<file path="config.mk">
export PLATFORM = sky130hd
export DESIGN_NAME = ofdm_preamble_inserter
export DESIGN_NICKNAME = d
export VERILOG_FILES = /design/src/rtl/ofdm_preamble_pkg.sv /design/src/rtl/ofdm_preamble_seq.sv /design/src/rtl/ofdm_preamble_inserter.sv
export SDC_FILE = /design/constraint.sdc
export NUM_CORES = 1
export LEC_CHECK = 0
export ABC_AREA = 1
export CAP_MARGIN = 20
export CORE_MARGIN = 2
export CORE_UTILIZATION = 56
export DETAILED_ROUTE_END_ITERATION = 12
export GPL_TIMING_DRIVEN = 0
export HOLD_SLACK_MARGIN = 0.02
export PLACE_DENSITY = 0.86
export SETUP_SLACK_MARGIN = 0.05
export SLEW_MARGIN = 20
export SYNTH_ARGS = -nofsm -noshare
export SYNTH_HDL_FRONTEND = slang
export SYNTH_HIERARCHICAL = 1
export SYNTH_SLANG_ARGS = --single-unit
</file>
<file path="constraint.sdc">
create_clock -name clk -period 6.6 [get_ports clk]
set_input_delay 1.32 -clock clk [delete_from_list [all_inputs] [get_ports clk]]
set_output_delay 1.32 -clock clk [all_outputs]
set_load 0.01 [all_outputs]
</file>
<file path="src/rtl/ofdm_preamble_pkg.sv">
// ofdm_preamble_pkg
//   Shared constants for the OFDM preamble inserter and detector: the 256-bit
//   BPSK sign patterns for I and Q (bit = 1 -> +A, 0 -> -A, read MSB first)
//   and the inserter FSM state encoding.
package ofdm_preamble_pkg;

    localparam logic [255:0] PRE_I =
        256'hA5C3_96F0_1E2D_7B48_C93A_0F5E_6D21_B874_3E9C_52A7_F016_8DB4_27C5_E93A_4F61_0DB8;
    localparam logic [255:0] PRE_Q =
        256'h5B1E_C472_8F3D_09A6_E25C_71B4_3D8F_A609_C17E_5B23_94D0_6FA8_0E3B_D752_A96C_14F7;

    typedef enum logic [1:0] {
        ST_IDLE     = 2'd0,
        ST_PREAMBLE = 2'd1,
        ST_GUARD    = 2'd2,
        ST_PAYLOAD  = 2'd3
    } state_e;

endpackage

</file>
<file path="src/rtl/ofdm_preamble_seq.sv">
// ofdm_preamble_seq
//   Index counter plus constant pattern lookup. The counter walks 0..limit_i-1
//   on each step_i and wraps to 0 on the final step. The I/Q outputs are the
//   +/-A pair for the current index (pattern read MSB first); done_o flags the
//   step that consumes index limit_i-1.
// Ports
//   clk, rst        clock, synchronous active-high reset
//   step_i          advance the index
//   limit_i         number of indices in the current phase
//   smp_i_o/smp_q_o +/-A sample for the current index
//   done_o          step_i on the last index of the phase
module ofdm_preamble_seq
    import ofdm_preamble_pkg::*;
#(
    parameter int                      DATA_SIZE    = 16,
    parameter int                      PREAMBLE_LEN = 256,
    parameter logic [PREAMBLE_LEN-1:0] MEM_I        = PRE_I,
    parameter logic [PREAMBLE_LEN-1:0] MEM_Q        = PRE_Q,
    parameter int                      AMPLITUDE    = 8192,
    parameter int                      CW           = 9
) (
    input  logic                 clk,
    input  logic                 rst,
    input  logic                 step_i,
    input  logic [CW-1:0]        limit_i,
    output logic [DATA_SIZE-1:0] smp_i_o,
    output logic [DATA_SIZE-1:0] smp_q_o,
    output logic                 done_o
);

    localparam int IW = (PREAMBLE_LEN > 1) ? $clog2(PREAMBLE_LEN) : 1;
    localparam logic [DATA_SIZE-1:0] POS_A = DATA_SIZE'(AMPLITUDE);
    localparam logic [DATA_SIZE-1:0] NEG_A = DATA_SIZE'(-AMPLITUDE);

    logic [CW-1:0] cnt_q;
    logic [CW-1:0] cnt_d;
    logic [IW-1:0] idx;
    logic          last;

    assign last   = (cnt_q == limit_i - CW'(1));
    assign done_o = step_i & last;

    // Sample k of the preamble lives at bit PREAMBLE_LEN-1-k. During the guard
    // phase the index runs over the same counter but the lookup is ignored.
    assign idx     = IW'(PREAMBLE_LEN - 1 - int'(cnt_q));
    assign smp_i_o = MEM_I[idx] ? POS_A : NEG_A;
    assign smp_q_o = MEM_Q[idx] ? POS_A : NEG_A;

    always_comb begin
        cnt_d = cnt_q;
        if (step_i) cnt_d = last ? '0 : cnt_q + CW'(1);
    end

    always_ff @(posedge clk) begin
        if (rst) cnt_q <= '0;
        else     cnt_q <= cnt_d;
    end

endmodule

</file>
<file path="src/rtl/ofdm_preamble_inserter.sv">
// ofdm_preamble_inserter
//   On start, emits the PREAMBLE_LEN-sample BPSK preamble, GUARD_LEN zero
//   samples, then forwards one payload frame (through in_last) from the
//   modulator. Single registered output stage with valid/ready handshake.
// Ports
//   clk, rst                clock, synchronous active-high reset
//   start                   frame request, honoured only in IDLE
//   in_data_i/q, in_valid,
//   in_last, in_ready       payload stream in (in_ready is combinational)
//   out_data_i/q, out_valid,
//   out_ready, out_first    sample stream out; out_first marks preamble sample 0
//   busy                    high outside IDLE
//   underrun                pulse when the payload source failed to supply a sample
module ofdm_preamble_inserter
    import ofdm_preamble_pkg::*;
#(
    parameter int                      DATA_SIZE      = 16,
    parameter int                      PREAMBLE_LEN   = 256,
    parameter logic [PREAMBLE_LEN-1:0] PREAMBLE_MEM_I = PRE_I,
    parameter logic [PREAMBLE_LEN-1:0] PREAMBLE_MEM_Q = PRE_Q,
    parameter int                      AMPLITUDE      = 8192,
    parameter int                      GUARD_LEN      = 16
) (
    input  logic                 clk,
    input  logic                 rst,
    input  logic                 start,
    input  logic [DATA_SIZE-1:0] in_data_i,
    input  logic [DATA_SIZE-1:0] in_data_q,
    input  logic                 in_valid,
    input  logic                 in_last,
    output logic                 in_ready,
    output logic [DATA_SIZE-1:0] out_data_i,
    output logic [DATA_SIZE-1:0] out_data_q,
    output logic                 out_valid,
    input  logic                 out_ready,
    output logic                 out_first,
    output logic                 busy,
    output logic                 underrun
);

    localparam int MAXLEN = (PREAMBLE_LEN > GUARD_LEN) ? PREAMBLE_LEN : GUARD_LEN;
    localparam int CW     = $clog2(MAXLEN + 1);

    state_e               state_q;
    logic [DATA_SIZE-1:0] out_i_q;
    logic [DATA_SIZE-1:0] out_q_q;
    logic                 out_valid_q;
    logic                 out_first_q;
    logic                 underrun_q;

    logic                 adv;
    logic                 seq_step;
    logic [CW-1:0]        seq_limit;
    logic [DATA_SIZE-1:0] seq_i;
    logic [DATA_SIZE-1:0] seq_q;
    logic                 seq_done;

    // Output register is free to load when empty or being drained this cycle.
    assign adv = ~out_valid_q | out_ready;

    assign seq_limit = (state_q == ST_GUARD) ? CW'(GUARD_LEN) : CW'(PREAMBLE_LEN);
    assign seq_step  = adv & (((state_q == ST_IDLE) & start) |
                              (state_q == ST_PREAMBLE) |
                              (state_q == ST_GUARD));

    ofdm_preamble_seq #(
        .DATA_SIZE   (DATA_SIZE),
        .PREAMBLE_LEN(PREAMBLE_LEN),
        .MEM_I       (PREAMBLE_MEM_I),
        .MEM_Q       (PREAMBLE_MEM_Q),
        .AMPLITUDE   (AMPLITUDE),
        .CW          (CW)
    ) u_seq (
        .clk    (clk),
        .rst    (rst),
        .step_i (seq_step),
        .limit_i(seq_limit),
        .smp_i_o(seq_i),
        .smp_q_o(seq_q),
        .done_o (seq_done)
    );

    // Payload goes straight into the output register, so the source is
    // only ready when that register can take a sample.
    assign in_ready   = (state_q == ST_PAYLOAD) & adv;
    assign out_data_i = out_i_q;
    assign out_data_q = out_q_q;
    assign out_valid  = out_valid_q;
    assign out_first  = out_first_q;
    assign underrun   = underrun_q;
    assign busy       = (state_q != ST_IDLE);

    always_ff @(posedge clk) begin
        if (rst) begin
            state_q     <= ST_IDLE;
            out_i_q     <= '0;
            out_q_q     <= '0;
            out_valid_q <= 1'b0;
            out_first_q <= 1'b0;
            underrun_q  <= 1'b0;
        end else begin
            underrun_q <= 1'b0;
            if (adv) begin
                case (state_q)
                    ST_IDLE: begin
                        // A start that arrives while the last payload sample is
                        // still stalled waits out nothing: it is simply dropped,
                        // like any other start outside an accepting IDLE cycle.
                        if (start) begin
                            out_i_q     <= seq_i;
                            out_q_q     <= seq_q;
                            out_valid_q <= 1'b1;
                            out_first_q <= 1'b1;
                            state_q     <= ST_PREAMBLE;
                        end else begin
                            out_valid_q <= 1'b0;
                            out_first_q <= 1'b0;
                        end
                    end
                    ST_PREAMBLE: begin
                        out_i_q     <= seq_i;
                        out_q_q     <= seq_q;
                        out_valid_q <= 1'b1;
                        out_first_q <= 1'b0;
                        if (seq_done)
                            state_q <= (GUARD_LEN == 0) ? ST_PAYLOAD : ST_GUARD;
                    end
                    ST_GUARD: begin
                        out_i_q     <= '0;
                        out_q_q     <= '0;
                        out_valid_q <= 1'b1;
                        out_first_q <= 1'b0;
                        if (seq_done) state_q <= ST_PAYLOAD;
                    end
                    ST_PAYLOAD: begin
                        // A missing input sample becomes an output bubble.
                        out_i_q     <= in_data_i;
                        out_q_q     <= in_data_q;
                        out_valid_q <= in_valid;
                        out_first_q <= 1'b0;
                        underrun_q  <= ~in_valid;
                        if (in_valid & in_last) state_q <= ST_IDLE;
                    end
                    default: state_q <= ST_IDLE;
                endcase
            end
        end
    end

endmodule

</file>
After elaboration in Yosys (flattened, before gate mapping)

Memory sizes are Yosys's and may differ from the RTL's.
Cells that the tools add are included.

Bits in registers: 46
Bits in read-only memories: 512
Output and inout port bits: 37
Memories kept: 2

Memory list:

| name             | depth | width | read ports | clocked after Yosys merged registers in | write ports | RTL line                | source |
|---|---|---|---|---|---|---|---|
| (name not given) | 256   | 1     | 1          | 0                                       | 0           | ofdm_preamble_seq.sv:46 | `assign smp_i_o = MEM_I[idx] ? POS_A : NEG_A;` |
| (name not given) | 256   | 1     | 1          | 0                                       | 0           | ofdm_preamble_seq.sv:47 | `assign smp_q_o = MEM_Q[idx] ? POS_A : NEG_A;` |

Add/subtract/negate cells: 3
Magnitude comparators: 1
Equal/unequal tests: 8
Mux-type cells: 18
Bitwise logic cells: 12
Reductions and logical operators: 7

Operators by type and width:

| cell                  | number |
|---|---|
| $pmux W16 S4          | 2 |
| $mux W16              | 4 |
| $mux W9               | 2 |
| $add A9 B1 Y9 const B | 1 |
| $eq A9 B9 Y1          | 1 |
| $lt A8 B9 Y1 const B  | 1 |
| $sub A9 B1 Y9 const B | 1 |
| $mux W2               | 4 |
| $pmux W2 S4           | 1 |
| $sub A8 B8 Y8 const A | 1 |
| $ne A2 B2 Y1 const B  | 3 |
| $reduce_or A3 Y1      | 2 |
| $and A1 B1 Y1         | 5 |
| $reduce_and A5 Y1     | 1 |
| $eq A2 B2 Y1 const B  | 2 |
| $not A1 Y1            | 4 |
| $mux W1               | 3 |
| $or A1 B1 Y1          | 3 |
| $pmux W1 S3           | 1 |
| $eq A2 B1 Y1 const B  | 1 |
| $logic_not A2 Y1      | 1 |
| $ne A2 B1 Y1 const B  | 1 |
| $pmux W1 S2           | 1 |
| $reduce_and A2 Y1     | 1 |
| other kinds (2)       | 2 |

Depth between registers and ports, before layout

Gate-level depths: netlist of run 1.

Word-level depth: 8
Mapped depth: 18
Mapped depth without buffers: 17

Hierarchy

The synthesis of run 1 kept the hierarchy.

By module, submodules not included:

| module                 | instances | cells each | area each (um^2) | sequential area each (um^2) |
|---|---|---|---|---|
| ofdm_preamble_seq      | 1         | 365        | 1949.4           | 180.2 |
| ofdm_preamble_inserter | 1         | 199        | 1691.6           | 740.7 |

Least setup slack after synthesis of run 1

Ideal clock, no wire load.

Kind: input -> output
Start: input out_ready
End: output in_ready
Arrival: 1646 ps
Path slack: 3634 ps
Stages: 4
Path buffers: 0
Path through: inv_1 nand2_2 inv_1 nor2_1

Cells in the longest elaborated chain, start to end: 2

RTL lines:

| what            | RTL line                     | source |
|---|---|---|
| start, declared | ofdm_preamble_inserter.sv:35 | `input logic out_ready,` |
| $or A1 B1 Y1    | ofdm_preamble_inserter.sv:59 | `assign adv = ~out_valid_q \| out_ready;` |
| $and A1 B1 Y1   | ofdm_preamble_inserter.sv:85 | `assign in_ready = (state_q == ST_PAYLOAD) & adv;` |
| end, declared   | ofdm_preamble_inserter.sv:31 | `output logic in_ready,` |

Every way passes these cells.

Final worst setup path of run 1

Ends and elaborated chain as after synthesis.

==> summary.txt, run 1 <==
Finish
  • Fillers: around 480
  • Antenna Cells: 0
  • Share of cells above drive strength 1: 0.126
  • Most frequent cells in the layout: nand2_1, clkdlybuf4s50_1, inv_1, nand3_1, conb_1
  • Final #Nets: around 740
  • Final core occ: 0.754
  • Fin area: approximately 4800 sq um
  • Final non-filler cell total: 767
  • Commonest non-fill, non-tap cell in the layout: nand2_1
  • Synth-to-Final Area Change: 30.7%

Setup path
  • Largest delay share family, worst path: buffers and inverters
  • R2R Path End: out_data_i[15]
  • Critical path's largest stage delay: about 550 ps
  • Crit path max fanout: 5
  • Stages on worst setup path: 6
  • WP data arrival: between 2000 and 3000 ps
  • R2r setup slk: 4000 ps
  • Worst Setup SP: out_ready
  • Critical Path RT: between 5000 and 6000 ps
  • Worst Path Buf+Inv: 4
  • Setup crit end kind: primary output
  • Critical-path top delay cell: clkdlybuf4s50_1
  • Startpoint Class: input port
  • CP endpoint: in_ready
  • Crit path cell chain: clkdlybuf4s50_1 > inv_1 > nand2_2 > inv_1 > nor2_1 > clkdlybuf4s50_1
  • Reg2reg start: u_seq/cnt_q[1]
  • R2R depth: 16
  • Worst setup path class: in2out

Yosys
  • Ys Warns: 6
  • Yosys cell types: 31
  • Yosys reg bits: 46
  • Number of synthesized flops with an enable pin: 0
  • Ys async rst share: 0
  • Sequential area share after synthesis: 0.253
  • Avg Inst Size Synth: 6.46 sq um
  • Synth Flop Type: dfxtp_1
  • Post-synthesis cell count: 564
  • Mapped Area: between 3000 and 4000 sq um

Power
  • Design Power: approximately 1.6 mW
  • Pwr/cell area: ~330 nW/um^2
  • Max VDD drop: 0.262 mV
  • Leakage: 2.32 nW

Timing
  • Final period utilization: 0.597
  • RSZ-0062 raised after global routing: no
  • Achievable Freq: around 250 MHz
  • Slew @ Worst Pin: around 510 ps
  • Post-route clock skew: 2.42 ps
  • Final-report hold violation count: 0
  • Worst setup margin: approximately 2700 ps
  • Setup TNS: 0 ps
  • Min Tclk post-route: about 4000 ps
  • Relative slew slack: 0.660
  • Final setup viols: 0
  • Slew Viols, Final: 0
  • Worst hold slack: ~500 ps

Floorplan
  • Initial core utilization: 0.577
  • Die span in y: 84.6 um
  • CORE AREA: around 6300 sq um
  • Die X: roughly 85 um
  • Die area: 7160 sq um
  • Num rows: 29
  • Number of I/O pins: 75

Global routing
  • Gr ovfl total: 0
  • Global-route wire length before repair: about 19,000 um
  • Initial antenna violation count: 0
  • Tot GR Track Use: 0.314
  • Largest net degree at the start of global routing: 14
  • Number of global-route vias before repair: around 4,100

Placed design
  • Dpl cell area: between 4000 and 5000 sq um
  • Pre-CTS setup slack: around 2700 ps
  • Detail Placement HPWL: between 8000 and 9000 um
  • # port buffers: 74
  • Inst Count DP: 760
  • Placer Congestion: about 1.1

Status
  • Status: complete, no violations

Detailed routing
  • DRT iter0 DRCs: between 300 and 400
  • WL final: 11,500 um
  • DRT Pass-1 Iters: 6
  • Vias: between 4,000 and 5,000
  • Drt drc: 0
  • Post-route ant nets: 0
  • Vias per inst: roughly 5.4
  • Routed wire per std cell: approximately 15 um

Clock tree
  • Clock transition at path regs: approximately 80 ps
  • Post-cts resize count: 0
  • H-Tree Depth: 2
  • TritonCTS buffer count: 5
  • CTS tree: yes
  • Post-CTS Hold Buffers: 0
  • Clk Tree Root Cell: clkbuf_8
  • Latest clock arrival within the worst-skew pair: 300 ps
  • Setup bufs post-CTS: 0
  • CTS max path bufs: 2
  • # clock sinks: 46

Worst hold path
  • Hold Path Stages: 2
  • HP Class: reg2reg

Run
  • Max-cap violations: 0
[area by class of cell]
| class | count | area (sq um) | share of cell area |
|---|---|---|---|
| Buffer | 62 | 423 | 0.0889 |
| Clock buffer | 6 | 82.6 | 0.0174 |
| Clock inverter | 1 | 30.0 | 0.00631 |
| Inverter | 54 | 203 | 0.0426 |
| Multi-Input combinational cell | 447 | 2260 | 0.476 |
| Sequential cell | 46 | 921 | 0.193 |
| Tap cell | 77 | 96.3 | 0.0202 |
| Timing Repair Buffer | 74 | 741 | 0.156 |
[where the power goes]
| part | leakage (nW) | switching (mW) | internal (mW) |
|---|---|---|---|
| Sequential | 0.380 | 0.0595 | 0.370 |
| Clock | 0.0573 | 0.0953 | 0.121 |
| Combinational | 1.89 | 0.509 | 0.397 |
[worst min-delay path by stage]
stage / from / end / slack (ps)
6_report: out_first / out_first / 510
5_1_grt: out_first / out_first / 530
4_1_cts: out_first / out_first / 500
3_5_place_dp: out_first / out_first / 490
3_3_place_gp: out_first / out_first / 470
2_1_floorplan: out_first / out_first / 510
[routing by layer]
layer	wire length, um	vias to the layer above	global-route usage
met5	0	-	0
met4	332	0	0.117
met3	869	37	0.0796
met2	5740	185	0.553
li1	-	2031	-
met1	4580	1861	0.365
[synthesized netlist by cell type, types with 3 or more instances]
| master | count | share of area |
|---|---|---|
| dfxtp_1 | 46 | 0.25 |
| buf_2 | 18 | 0.025 |
| conb_1 | 3 | 0.0031 |
| xnor2_1 | 4 | 0.0096 |
| nand2_2 | 3 | 0.0052 |
| o21ai_1 | 9 | 0.012 |
| inv_1 | 48 | 0.049 |
| xor2_1 | 7 | 0.017 |
| o21ai_0 | 44 | 0.060 |
| ha_1 | 15 | 0.052 |
| nor2_1 | 44 | 0.045 |
| a21oi_2 | 7 | 0.017 |
| a21oi_1 | 43 | 0.059 |
| nand3_1 | 48 | 0.066 |
| inv_2 | 6 | 0.0062 |
| buf_4 | 36 | 0.074 |
| nand2_1 | 126 | 0.13 |
| nand4_1 | 5 | 0.0086 |
| buf_6 | 4 | 0.012 |
| a22oi_1 | 32 | 0.066 |
| o211ai_1 | 3 | 0.0062 |
[logic make-up (layout without fill, tap and decap cells)]
logic type / after synthesis / after routing / share of synthesized area
and+or+nand+nor: 232 / 232 / 0.267
AOI/OAI and AO/OA: 141 / 141 / 0.227
buffers and inverters: 116 / 197 / 0.172
DFF: 46 / 46 / 0.253
adders and majority gates: 15 / 15 / 0.0515
xor gates and xnor gates: 11 / 11 / 0.0265
other: 3 / 48 / 0.00309
[registers in the layout, indices dropped and copies added (netlist names)]
signal and cells:
underrun 1, state_q 2, out_data_q 16, out_valid 1, u_seq/cnt_q 9, out_data_i 16
out_first 1
[worst reg2reg max path: cells and delay by family, from the launching register on]
family	cells	cell delay [ps]
adder cells (fa/ha/maj)	2	450
buffers and inverters	4	630
flip-flops	1	450
AND/OR/NAND/NOR	6	390
AO/OA/AOI/OAI	4	590
No activity file was read; power rests on OpenSTA's default activity.
==> run 2: changes to the inputs <==
--- a/config.mk
+++ b/config.mk
@@ -8,11 +8,11 @@
 export ABC_AREA = 1
 export CAP_MARGIN = 20
 export CORE_MARGIN = 2
-export CORE_UTILIZATION = 56
+export CORE_UTILIZATION = 52
 export DETAILED_ROUTE_END_ITERATION = 12
 export GPL_TIMING_DRIVEN = 0
 export HOLD_SLACK_MARGIN = 0.02
-export PLACE_DENSITY = 0.86
+export PLACE_DENSITY = 0.81
 export SETUP_SLACK_MARGIN = 0.05
 export SLEW_MARGIN = 20
 export SYNTH_ARGS = -nofsm -noshare
==> constraint.sdc (replaced) <==
create_clock -name clk -period 4.03 [get_ports clk]
set_input_delay 0.806 -clock clk [delete_from_list [all_inputs] [get_ports clk]]
set_output_delay 0.806 -clock clk [all_outputs]
set_load 0.01 [all_outputs]
==> summary.txt, run 2 (synthesis results as in run 1) <==
Status
  • Status: complete, no violations

Clock tree
  • Setup bufs post-CTS: 0 (unchanged)
  • # clock sinks: 46 (unchanged)
  • H-Tree Depth: 2 (unchanged)
  • Post-cts resize count: 0 (unchanged)
  • CTS tree: yes
  • Latest clock arrival within the worst-skew pair: 310 ps (about the same)
  • Clock transition at path regs: 100 ps (+20 ps)
  • TritonCTS buffer count: 5 (unchanged)
  • Clk Tree Root Cell: clkbuf_8
  • CTS max path bufs: 2 (unchanged)
  • Post-CTS Hold Buffers: 0 (unchanged)

Placed design
  • Detail Placement HPWL: 8150 um (-5.3%)
  • # port buffers: 74 (unchanged)
  • Placer Congestion: 1.00 (-5.1%)
  • Inst Count DP: 779 (+2.5%)

Detailed routing
  • Post-route ant nets: 0 (unchanged)
  • DRT iter0 DRCs: 251 (-28%)
  • Routed wire per std cell: 13.3 um (-11%)
  • Drt drc: 0 (unchanged)
  • Vias per inst: 5.16 (-3.7%)
  • Vias: 4,063 (-1.2%)
  • WL final: 10,500 um (-8.8%)
  • DRT Pass-1 Iters: 5 (-1)

Floorplan
  • Die area: 7690 sq um (+7.3%)
  • Number of I/O pins: 75 (unchanged)
  • CORE AREA: 6790 sq um (+7.6%)
  • Num rows: 30 (+3.4%)
  • Initial core utilization: 0.536 (-0.0408)
  • Die X: 87.7 um (+3.6%)
  • Die span in y: 87.7 um (+3.6%)

Finish
  • Commonest non-fill, non-tap cell in the layout: nand2_1
  • Fillers: 593 (+23%)
  • Share of cells above drive strength 1: 0.127 (+0.00126)
  • Final non-filler cell total: 787 (+2.6%)
  • Most frequent cells in the layout: nand2_1, clkdlybuf4s50_1, inv_1, nand3_1, conb_1
  • Final #Nets: 743 (unchanged)
  • Synth-to-Final Area Change: 30.7% (about the same)
  • Antenna Cells: 0 (unchanged)

Global routing
  • Number of global-route vias before repair: 3,760 (-8.7%)
  • Tot GR Track Use: 0.280 (-0.0338)
  • Global-route wire length before repair: 17,500 um (-5.8%)
  • Initial antenna violation count: 0 (unchanged)
  • Gr ovfl total: 0 (unchanged)
  • Largest net degree at the start of global routing: 16 (+2)

Timing
  • Final setup viols: 0 (unchanged)
  • Post-route clock skew: 19.3 ps (+16.8 ps)
  • Setup TNS: 0 ps (unchanged)
  • Min Tclk post-route: 2910 ps
  • Final period utilization: 0.721
  • RSZ-0062 raised after global routing: no
  • Slew @ Worst Pin: 534 ps (+24.1 ps)
  • Slew Viols, Final: 0 (unchanged)
  • Achievable Freq: around 340 MHz
  • Relative slew slack: 0.644 (-0.0161)
  • Worst hold slack: 500 ps (-9.96 ps)
  • Final-report hold violation count: 0 (unchanged)

Power
  • Pwr/cell area: 512 nW/um^2 (+57%)
  • Design Power: 2.44 mW (+57%)
  • Leakage: 2.31 nW (-0.39%)
  • Max VDD drop: 0.328 mV (+25%)

Setup path
  • Setup crit end kind: primary output
  • Critical Path RT: 3220 ps (-2060 ps)
  • Crit path max fanout: 5 (unchanged)
  • WP data arrival: 2100 ps (-520 ps)
  • Worst setup path class: in2out
  • Startpoint Class: input port
  • R2R depth: 16 (unchanged)

Worst hold path
  • HP Class: reg2reg
  • Hold Path Stages: 2 (unchanged)

Run
  • Max-cap violations: 0 (unchanged)
-- run 2: cell types whose count changed in the layout (fill, tap and decap cells not counted), sizes merged --
cell,before,now
bufinv,1,0
clkbuf,10,9
clkinv,0,2
inv,54,55
-- run 2: cell type report --
type	instances	area (sq um)	share of cell area
multi-input combinational	447	2260	0.476
buffer	62	423	0.0889
sequential	46	921	0.194
inverter	54	203	0.0426
timing repair buffer	74	741	0.156
clock buffer	5	68.8	0.0145
tap	96	120	0.0252
clock inverter	3	18.8	0.00394
-- run 2: path summary, 6_finish.rpt --
kind / start / to / slack [ps]
min reg2reg: out_first / out_first / 500
max: out_ready / in_ready / 1120
max reg2reg: u_seq/cnt_q[1] / out_data_i[15] / 1360
min: out_first / out_first / 500
-- run 2: metrics by stage --
| stage | setup slack, ps | cell area [sq um] | utilization |
|---|---|---|---|
| after global placement | 1130 | 4670 | 0.687 |
| final | 1120 | 4760 | 0.700 |
| after detailed placement | 1120 | 4670 | 0.687 |
| after global routing | 1060 | 4760 | 0.700 |
| after floorplan | 1860 | 3810 | - |
| after CTS | 1120 | 4760 | 0.700 |
-- run 2: metal layers --
layer  share of wire  GRT usage  vias to the layer above
met3           0.089     0.0792                       33
met4           0.020     0.0881                        0
met5               0          0                        -
met2            0.48      0.477                      184
met1            0.41      0.342                     1806
li1                -          -                     2040
-- run 2: worst max-delay path, cell delays in order --
cell and delay (ps):
clkdlybuf4s50_1 460, inv_1 50, nand2_2 90, inv_1 70, nor2_1 80, clkdlybuf4s50_1 540
-- run 2: report_power, final --
part | internal [mW] | leakage (nW) | switching, mW
registers | 0.606 | 0.380 | 0.0902
logic | 0.650 | 1.89 | 0.804
clock network | 0.122 | 0.0483 | 0.164
total | 1.38 | 2.31 | 1.06
==> run 3: changes to the inputs <==
==> constraint.sdc (replaced) <==
create_clock -name clk -period 3 [get_ports clk]
set_input_delay 0.6 -clock clk [delete_from_list [all_inputs] [get_ports clk]]
set_output_delay 0.6 -clock clk [all_outputs]
set_load 0.01 [all_outputs]
==> results of run 3 <==
Same layout as run 2 (identical final DEF). Status: complete, no violations.
Among the figures that moved: setup slack after placement 1120 ps -> 364 ps; setup slack after layout 1120 ps -> 326 ps; start point of the critical path out_ready -> u_seq/cnt_q[1]; end point of the critical path in_ready -> out_data_i[15]; register-to-register setup slack 1360 ps -> 330 ps; total power 2.44 mW -> 3.27 mW; worst IR drop on VDD 0.328 mV -> 0.440 mV
